===== config.mk =====
export PLATFORM = sky130hd
export DESIGN_NAME = pipe_ctrl_flat
export DESIGN_NICKNAME = d
export VERILOG_FILES = /design/src/rtl/pipe_ctrl_pkg.sv /design/src/rtl/pipe_ctrl_if.sv /design/src/rtl/pipe_hazard_cmp.sv /design/src/rtl/pipe_ctrl.sv /design/src/flat_wrapper.sv
export SDC_FILE = /design/constraint.sdc
export NUM_CORES = 1
export LEC_CHECK = 0
export ABC_AREA = 1
export ABC_CLOCK_PERIOD_IN_PS = 3000
export BUFFER_PORTS_ARGS = -buffer_cell sky130_fd_sc_hd__buf_2
export CAP_MARGIN = 0
export CORE_ASPECT_RATIO = 1.4
export CORE_UTILIZATION = 35
export CTS_CLUSTER_SIZE = 40
export DETAILED_ROUTE_END_ITERATION = 10
export GPL_ROUTABILITY_DRIVEN = 0
export PLACE_DENSITY = 0.68
export REMOVE_ABC_BUFFERS = 1
export SYNTH_ARGS = -nofsm -noshare
export SYNTH_HDL_FRONTEND = slang
export SYNTH_SLANG_ARGS = --single-unit

===== constraint.sdc =====
create_clock -name clk_i -period 3 [get_ports clk_i]
set_input_delay 0.9 -clock clk_i [delete_from_list [all_inputs] [get_ports clk_i]]
set_output_delay 0.9 -clock clk_i [all_outputs]
set_load 0.03 [all_outputs]

===== src/rtl/pipe_ctrl_pkg.sv =====
// Shared widths, FSM state encoding, timeout default and the load-use
// compare helper for the pipeline controller.
package pipe_ctrl_pkg;

  localparam int WIDTH           = 16;
  localparam int R_WIDTH         = 5;
  localparam int MEM_TIMEOUT_DEF = 15;

  typedef enum logic [1:0] {
    ST_RUN      = 2'd0,
    ST_MEM_WAIT = 2'd1,
    ST_ERR      = 2'd2
  } pipe_state_e;

  // A load in EX blocks ID when it writes a non-zero register that ID reads.
  function automatic logic load_use_hit(
    input logic               ex_mem_read,
    input logic [R_WIDTH-1:0] ex_rt,
    input logic [R_WIDTH-1:0] id_rs,
    input logic [R_WIDTH-1:0] id_rt
  );
    return ex_mem_read && (ex_rt != R_WIDTH'(0)) &&
           ((ex_rt == id_rs) || (ex_rt == id_rt));
  endfunction

endpackage


===== src/rtl/pipe_ctrl_if.sv =====
// Hazard/memory status from the pipeline and stage-register controls back
// to it; slave is the controller side, master the datapath side.
interface pipe_ctrl_if
  import pipe_ctrl_pkg::*;
#(
  parameter int CNT_W = WIDTH
);
  logic [R_WIDTH-1:0] id_rs_i;
  logic [R_WIDTH-1:0] id_rt_i;
  logic               ex_mem_read_i;
  logic [R_WIDTH-1:0] ex_rt_i;
  logic               ex_branch_taken_i;
  logic               mem_req_i;
  logic               mem_ready_i;
  logic               pc_en_o;
  logic               if_id_en_o;
  logic               id_ex_en_o;
  logic               ex_mem_en_o;
  logic               if_id_flush_o;
  logic               id_ex_flush_o;
  logic               mem_wb_bubble_o;
  logic               mem_busy_o;
  logic               mem_err_o;
  logic [CNT_W-1:0]   stall_cnt_o;

  modport slave (
    input  id_rs_i, id_rt_i, ex_mem_read_i, ex_rt_i, ex_branch_taken_i,
           mem_req_i, mem_ready_i,
    output pc_en_o, if_id_en_o, id_ex_en_o, ex_mem_en_o, if_id_flush_o,
           id_ex_flush_o, mem_wb_bubble_o, mem_busy_o, mem_err_o, stall_cnt_o
  );

  modport master (
    output id_rs_i, id_rt_i, ex_mem_read_i, ex_rt_i, ex_branch_taken_i,
           mem_req_i, mem_ready_i,
    input  pc_en_o, if_id_en_o, id_ex_en_o, ex_mem_en_o, if_id_flush_o,
           id_ex_flush_o, mem_wb_bubble_o, mem_busy_o, mem_err_o, stall_cnt_o
  );
endinterface


===== src/rtl/pipe_hazard_cmp.sv =====
// Combinational load-use detector between the load in EX and the ID operands.
module pipe_hazard_cmp
  import pipe_ctrl_pkg::*;
(
  input  logic               ex_mem_read_i,
  input  logic [R_WIDTH-1:0] ex_rt_i,
  input  logic [R_WIDTH-1:0] id_rs_i,
  input  logic [R_WIDTH-1:0] id_rt_i,
  output logic               hazard_o
);

  assign hazard_o = load_use_hit(ex_mem_read_i, ex_rt_i, id_rs_i, id_rt_i);

endmodule


===== src/rtl/pipe_ctrl.sv =====
// Pipeline stall/flush controller: memory-wait FSM with timeout error,
// branch flush, load-use stall and a saturating stall-cycle counter.
module pipe_ctrl
  import pipe_ctrl_pkg::*;
#(
  parameter int MEM_TIMEOUT = MEM_TIMEOUT_DEF,
  parameter int CNT_W       = WIDTH
)(
  input  logic          clk_i,
  input  logic          rst_n_i,
  pipe_ctrl_if.slave    bus
);

  localparam int WAIT_W = $clog2(MEM_TIMEOUT + 2);

  pipe_state_e       state_r;
  pipe_state_e       state_nxt_s;
  logic [WAIT_W-1:0] wait_r;
  logic [WAIT_W-1:0] wait_nxt_s;
  logic [CNT_W-1:0]  stall_r;
  logic              err_r;
  logic              hazard_s;

  logic pc_en_s;
  logic if_id_en_s;
  logic id_ex_en_s;
  logic ex_mem_en_s;
  logic if_id_flush_s;
  logic id_ex_flush_s;
  logic mem_wb_bubble_s;

  pipe_hazard_cmp u_hazard_cmp (
    .ex_mem_read_i (bus.ex_mem_read_i),
    .ex_rt_i       (bus.ex_rt_i),
    .id_rs_i       (bus.id_rs_i),
    .id_rt_i       (bus.id_rt_i),
    .hazard_o      (hazard_s)
  );

  // Next-state, wait counter and stage controls from state and inputs
  always_comb begin
    state_nxt_s     = state_r;
    wait_nxt_s      = wait_r;
    pc_en_s         = 1'b1;
    if_id_en_s      = 1'b1;
    id_ex_en_s      = 1'b1;
    ex_mem_en_s     = 1'b1;
    if_id_flush_s   = 1'b0;
    id_ex_flush_s   = 1'b0;
    mem_wb_bubble_s = 1'b0;

    case (state_r)
      ST_RUN: begin
        if (bus.mem_req_i && !bus.mem_ready_i) begin
          pc_en_s         = 1'b0;
          if_id_en_s      = 1'b0;
          id_ex_en_s      = 1'b0;
          ex_mem_en_s     = 1'b0;
          mem_wb_bubble_s = 1'b1;
          state_nxt_s     = ST_MEM_WAIT;
          wait_nxt_s      = WAIT_W'(1);
        end else if (bus.ex_branch_taken_i) begin
          if_id_flush_s = 1'b1;
          id_ex_flush_s = 1'b1;
        end else if (hazard_s) begin
          pc_en_s       = 1'b0;
          if_id_en_s    = 1'b0;
          id_ex_flush_s = 1'b1;
        end else begin
          wait_nxt_s = WAIT_W'(0);
        end
      end
      ST_MEM_WAIT: begin
        // Ready wins over timeout: the access completes this cycle.
        if (bus.mem_ready_i) begin
          state_nxt_s = ST_RUN;
          wait_nxt_s  = WAIT_W'(0);
        end else begin
          pc_en_s         = 1'b0;
          if_id_en_s      = 1'b0;
          id_ex_en_s      = 1'b0;
          ex_mem_en_s     = 1'b0;
          mem_wb_bubble_s = 1'b1;
          wait_nxt_s      = wait_r + WAIT_W'(1);
          if (wait_r == WAIT_W'(MEM_TIMEOUT)) begin
            state_nxt_s = ST_ERR;
          end else begin
            state_nxt_s = ST_MEM_WAIT;
          end
        end
      end
      ST_ERR: begin
        pc_en_s         = 1'b0;
        if_id_en_s      = 1'b0;
        id_ex_en_s      = 1'b0;
        ex_mem_en_s     = 1'b0;
        mem_wb_bubble_s = 1'b1;
      end
      default: begin
        pc_en_s         = 1'b0;
        if_id_en_s      = 1'b0;
        id_ex_en_s      = 1'b0;
        ex_mem_en_s     = 1'b0;
        mem_wb_bubble_s = 1'b1;
        state_nxt_s     = ST_ERR;
      end
    endcase
  end

  // State and wait counter capture on the pipeline-register (falling) edge
  always_ff @(negedge clk_i or negedge rst_n_i) begin
    if (!rst_n_i) begin
      state_r <= ST_RUN;
      wait_r  <= WAIT_W'(0);
    end else begin
      state_r <= state_nxt_s;
      wait_r  <= wait_nxt_s;
    end
  end

  // Saturating stall counter and sticky timeout flag
  always_ff @(negedge clk_i or negedge rst_n_i) begin
    if (!rst_n_i) begin
      stall_r <= CNT_W'(0);
      err_r   <= 1'b0;
    end else begin
      if (!pc_en_s && (stall_r != {CNT_W{1'b1}})) begin
        stall_r <= stall_r + CNT_W'(1);
      end
      if (state_nxt_s == ST_ERR) begin
        err_r <= 1'b1;
      end
    end
  end

  // Reset gates every control low so nothing captures during reset.
  assign bus.pc_en_o         = rst_n_i & pc_en_s;
  assign bus.if_id_en_o      = rst_n_i & if_id_en_s;
  assign bus.id_ex_en_o      = rst_n_i & id_ex_en_s;
  assign bus.ex_mem_en_o     = rst_n_i & ex_mem_en_s;
  assign bus.if_id_flush_o   = rst_n_i & if_id_flush_s;
  assign bus.id_ex_flush_o   = rst_n_i & id_ex_flush_s;
  assign bus.mem_wb_bubble_o = rst_n_i & mem_wb_bubble_s;
  assign bus.mem_busy_o      = rst_n_i & (state_r == ST_MEM_WAIT);
  assign bus.mem_err_o       = err_r;
  assign bus.stall_cnt_o     = stall_r;

endmodule

===== src/flat_wrapper.sv =====
// flat-port wrapper written by rule: the top's interface ports become plain ports
module pipe_ctrl_flat import pipe_ctrl_pkg::*;
#(
  parameter int MEM_TIMEOUT = MEM_TIMEOUT_DEF,
  parameter int CNT_W       = WIDTH
)
  (clk_i, rst_n_i, bus_id_rs_i, bus_id_rt_i, bus_ex_mem_read_i, bus_ex_rt_i, bus_ex_branch_taken_i, bus_mem_req_i, bus_mem_ready_i, bus_pc_en_o, bus_if_id_en_o, bus_id_ex_en_o, bus_ex_mem_en_o, bus_if_id_flush_o, bus_id_ex_flush_o, bus_mem_wb_bubble_o, bus_mem_busy_o, bus_mem_err_o, bus_stall_cnt_o);
  pipe_ctrl_if #(.CNT_W(CNT_W)) bus_i ();
  input  logic clk_i;
  input  logic rst_n_i;
  input wire logic [$bits(bus_i.id_rs_i)-1:0] bus_id_rs_i;
  input wire logic [$bits(bus_i.id_rt_i)-1:0] bus_id_rt_i;
  input wire logic [$bits(bus_i.ex_mem_read_i)-1:0] bus_ex_mem_read_i;
  input wire logic [$bits(bus_i.ex_rt_i)-1:0] bus_ex_rt_i;
  input wire logic [$bits(bus_i.ex_branch_taken_i)-1:0] bus_ex_branch_taken_i;
  input wire logic [$bits(bus_i.mem_req_i)-1:0] bus_mem_req_i;
  input wire logic [$bits(bus_i.mem_ready_i)-1:0] bus_mem_ready_i;
  output wire logic [$bits(bus_i.pc_en_o)-1:0] bus_pc_en_o;
  output wire logic [$bits(bus_i.if_id_en_o)-1:0] bus_if_id_en_o;
  output wire logic [$bits(bus_i.id_ex_en_o)-1:0] bus_id_ex_en_o;
  output wire logic [$bits(bus_i.ex_mem_en_o)-1:0] bus_ex_mem_en_o;
  output wire logic [$bits(bus_i.if_id_flush_o)-1:0] bus_if_id_flush_o;
  output wire logic [$bits(bus_i.id_ex_flush_o)-1:0] bus_id_ex_flush_o;
  output wire logic [$bits(bus_i.mem_wb_bubble_o)-1:0] bus_mem_wb_bubble_o;
  output wire logic [$bits(bus_i.mem_busy_o)-1:0] bus_mem_busy_o;
  output wire logic [$bits(bus_i.mem_err_o)-1:0] bus_mem_err_o;
  output wire logic [$bits(bus_i.stall_cnt_o)-1:0] bus_stall_cnt_o;
  assign bus_i.id_rs_i = bus_id_rs_i;
  assign bus_i.id_rt_i = bus_id_rt_i;
  assign bus_i.ex_mem_read_i = bus_ex_mem_read_i;
  assign bus_i.ex_rt_i = bus_ex_rt_i;
  assign bus_i.ex_branch_taken_i = bus_ex_branch_taken_i;
  assign bus_i.mem_req_i = bus_mem_req_i;
  assign bus_i.mem_ready_i = bus_mem_ready_i;
  assign bus_pc_en_o = bus_i.pc_en_o;
  assign bus_if_id_en_o = bus_i.if_id_en_o;
  assign bus_id_ex_en_o = bus_i.id_ex_en_o;
  assign bus_ex_mem_en_o = bus_i.ex_mem_en_o;
  assign bus_if_id_flush_o = bus_i.if_id_flush_o;
  assign bus_id_ex_flush_o = bus_i.id_ex_flush_o;
  assign bus_mem_wb_bubble_o = bus_i.mem_wb_bubble_o;
  assign bus_mem_busy_o = bus_i.mem_busy_o;
  assign bus_mem_err_o = bus_i.mem_err_o;
  assign bus_stall_cnt_o = bus_i.stall_cnt_o;
  pipe_ctrl #(.MEM_TIMEOUT(MEM_TIMEOUT), .CNT_W(CNT_W)) u_core (.clk_i(clk_i), .rst_n_i(rst_n_i), .bus(bus_i));
endmodule

==> flow_metrics.tcl <==
set metrics [dict create \
    grt_usage_pct 19.9 \
    synth_ff_type "dfrtn_1" \
    yosysSeqAreaShare_pct 36.1 \
    grt_pass1_wl_microns 7840 \
    drtAntennaViolNets 0 \
    syn2layout_area_growth_pct 64.9 \
    final_cells 395 \
    leakage_nw 1.49 \
    hold_class "flop to flop" \
    diodes 0 \
    startpoint_type "flop" \
    hpwl_microns 3130 \
    cts-root-buf "clkbuf_8" \
    rows 29 \
    crit_type "flop to output pin" \
    initial_core_util_pct 36.6 \
    numCtsBuffers 3 \
    die_x_microns 60.2 \
    final_common_cell "nand2_1" \
    routedWlPerCell_microns 11.8 \
    grt_pass1_vias 1955 \
    min_path_cells 2 \
    hold_end "u_core.wait_r[4]$_DFFE_NN0P_" \
    outcome "finished with violations" \
    worstMarginPinSlew_ns 0.355 \
    dr.pass1.iters 4 \
    crit_fanout 3 \
    wl_met3_microns 202 \
    overflow 0 \
    setup-tns-final_ns -19.35 \
    dr.first_iter.drc_count 61 \
    core_sq_mm 0.00454 \
    wl_met1_microns 1920 \
    antenna_found_initial 0 \
    clk_pin_slew_ns 0.05 \
    yosysTopAreaCell "dfrtn_1" \
    wl_microns 4680 \
    crit_arrival_ns 2.92 \
    top_layer_used "met4" \
    die_h_microns 83.5 \
    synth.distinct_cells 28 \
    io_buffers 45 \
    rsz0062_at_grt "true" \
    netlist_area_sq_mm 0.00166 \
    internal_power_uw 705 \
    power_frac_seq_pct 35.0 \
    endpoint_kind "output pin" \
    placed_cell_area_sq_mm 0.00216 \
    via_count 1840 \
    violations "negative setup slack" \
    cts_tree "built" \
    io_pins 46 \
    postSynthAreaPerCell_sq_um 6.92 \
    synth_area_leaders "dfrtn_1 (36%), nand2_1 (20%), nand3_1 (7.8%)" \
    setup_viol 46 \
    drive_gt1_share_pct 45.3 \
    clock_latency_ns 0.27 \
    dpl.cell_count 373 \
    grt_max_degree 19 \
    rrSetupSlack_ns 0.75 \
    yosys_warnings 0 \
    reg2reg_to "u_core.bus.stall_cnt_o[6]$_DFFE_NN0P_" \
    nets 359 \
    slew_headroom_pct 76.4 \
    met2_wirelength_microns 2490 \
    hp-start "u_core.wait_r[4]$_DFFE_NN0P_" \
    floorplan.die_area_sq_mm 0.00503 \
    yosys_register_bits 24 \
    clock_skew_ns 0.00586 \
    r2r_cells 11 \
    power_density_mw_per_mm2 400 \
    via_per_inst 4.66 \
    hold_viol 0 \
    cts_buffer_depth 2 \
    peakVddDrop_mv 0.298 \
    htreeDepth 1 \
    yosysTopAreaCellShare_pct 36.1 \
    synth_edf_count 0 \
    crit_required_ns 2.10 \
    p_comb_share_pct 48.3 \
    p_switching_uw 391 \
    fin_ws_ns -0.820 \
    slew_violations 0 \
    worstReg2RegStart "u_core.bus.stall_cnt_o[0]$_DFFE_NN0P_" \
    synthCells 240 \
    cts_sinks 24 \
    layout_common_cells "nand2_1 (74), buf_4 (49), buf_6 (29)" \
    switching_share_pct 35.7 \
    max-cap-violations 0 \
    synthArstFlopShare_pct 100 \
    stdcell_area_sq_mm 0.00274 \
    post-route-drc-count 0 \
    clockPowerShare_pct 16.7 \
]
per-layer routing:
| metal | vias up | GRT usage (%) |
|---|---|---|
| met5 | - | 0 |
| met4 | 0 | 6.98 |
| met3 | 6 | 2.33 |
| met2 | 47 | 36.9 |
| met1 | 849 | 22.0 |
| li1 | 938 | - |
stage by stage:
| step | util (%) | worst slack, ns | hold WS (ns) | total power [mW] |
|---|---|---|---|---|
| floorplan | - | -1.26 | 0.402 | 0.600 |
| global placement | 47.6 | -0.590 | 0.409 | 0.749 |
| detailed placement | 47.6 | -0.647 | 0.420 | 0.753 |
| CTS | 59.0 | -0.806 | 0.443 | 1.09 |
| global route | 60.4 | -0.920 | 0.465 | 1.17 |
| finish | 60.4 | -0.820 | 0.438 | 1.10 |
timing repair:
action	in CTS	in global routing
resized for setup	100	13
hold buffers	0	0
gates cloned	2	0
pin swaps	12	9
setup buffers	12	8
endpoints found under the setup margin	47	47
cell families (layout without fill, tap and decap cells):
kind of cell,after synthesis,count (layout),share of synthesized area (%)
compound gates,6,6,2.11
xor+xnor,16,16,8.43
fa+ha+maj,3,3,2.26
buf+inv,35,127,8.96
flops,24,24,36.1
simple gates,156,157,42.1
cell type report:
type	instances	area, sq um
Fill cell	395	1800
Multi-Input combinational cell	182	1080
Timing Repair Buffer	94	822
Sequential cell	24	601
Inverter	30	114
Tap cell	62	77.6
Clock buffer	3	41.3
Yosys cell counts (2+ instances only):
master	instances
inv_1	22
a21oi_1	3
inv_2	7
nand4_1	6
ha_1	3
buf_4	2
dfrtn_1	24
nand3_1	26
or2_2	2
nor2_1	23
buf_2	2
xnor2_1	7
nand2_1	87
xor2_1	9
nor3_1	3
nand2_2	2
worst max-delay path: stages, from the launching register on:
cell	delay [ns]
dfrtn_1	0.35
buf_4	0.14
nor2_2	0.09
nand2_2	0.09
buf_4	0.14
a21oi_2	0.16
buf_4	0.18
registers in the layout, indices dropped and copies added, names as in the netlist:
name	cells
u_core.bus.stall_cnt_o	16
u_core.bus.mem_err_o	1
u_core.wait_r	5
u_core.state_r	2
power by group through the flow:
stage,Sequential [mW],Clock (mW),Combinational [mW]
after floorplan,0.451,0,0.148
after CTS,0.382,0.193,0.511
after global routing,0.387,0.201,0.577
after detailed placement,0.382,0,0.371
after global placement,0.382,0,0.367
final,0.384,0.183,0.530
worst max-delay path by stage:
| stage | from | to | slack, ns | depth (start not counted) |
|---|---|---|---|---|
| after floorplan | u_core.state_r[0]$_DFF_NN0_ | bus_if_id_en_o | -1.26 | 8 |
| after global routing | u_core.state_r[0]$_DFF_NN0_ | bus_ex_mem_en_o | -0.92 | 6 |
| final | u_core.state_r[0]$_DFF_NN0_ | bus_ex_mem_en_o | -0.82 | 6 |
| after CTS | u_core.state_r[0]$_DFF_NN0_ | bus_id_ex_en_o | -0.81 | 6 |
| after detailed placement | u_core.state_r[0]$_DFF_NN0_ | bus_if_id_en_o | -0.65 | 9 |
| after global placement | bus_ex_rt_i[2] | u_core.bus.stall_cnt_o[6]$_DFFE_NN0P_ | -0.59 | 10 |
Note: power is estimated with default switching activity, not from simulation.
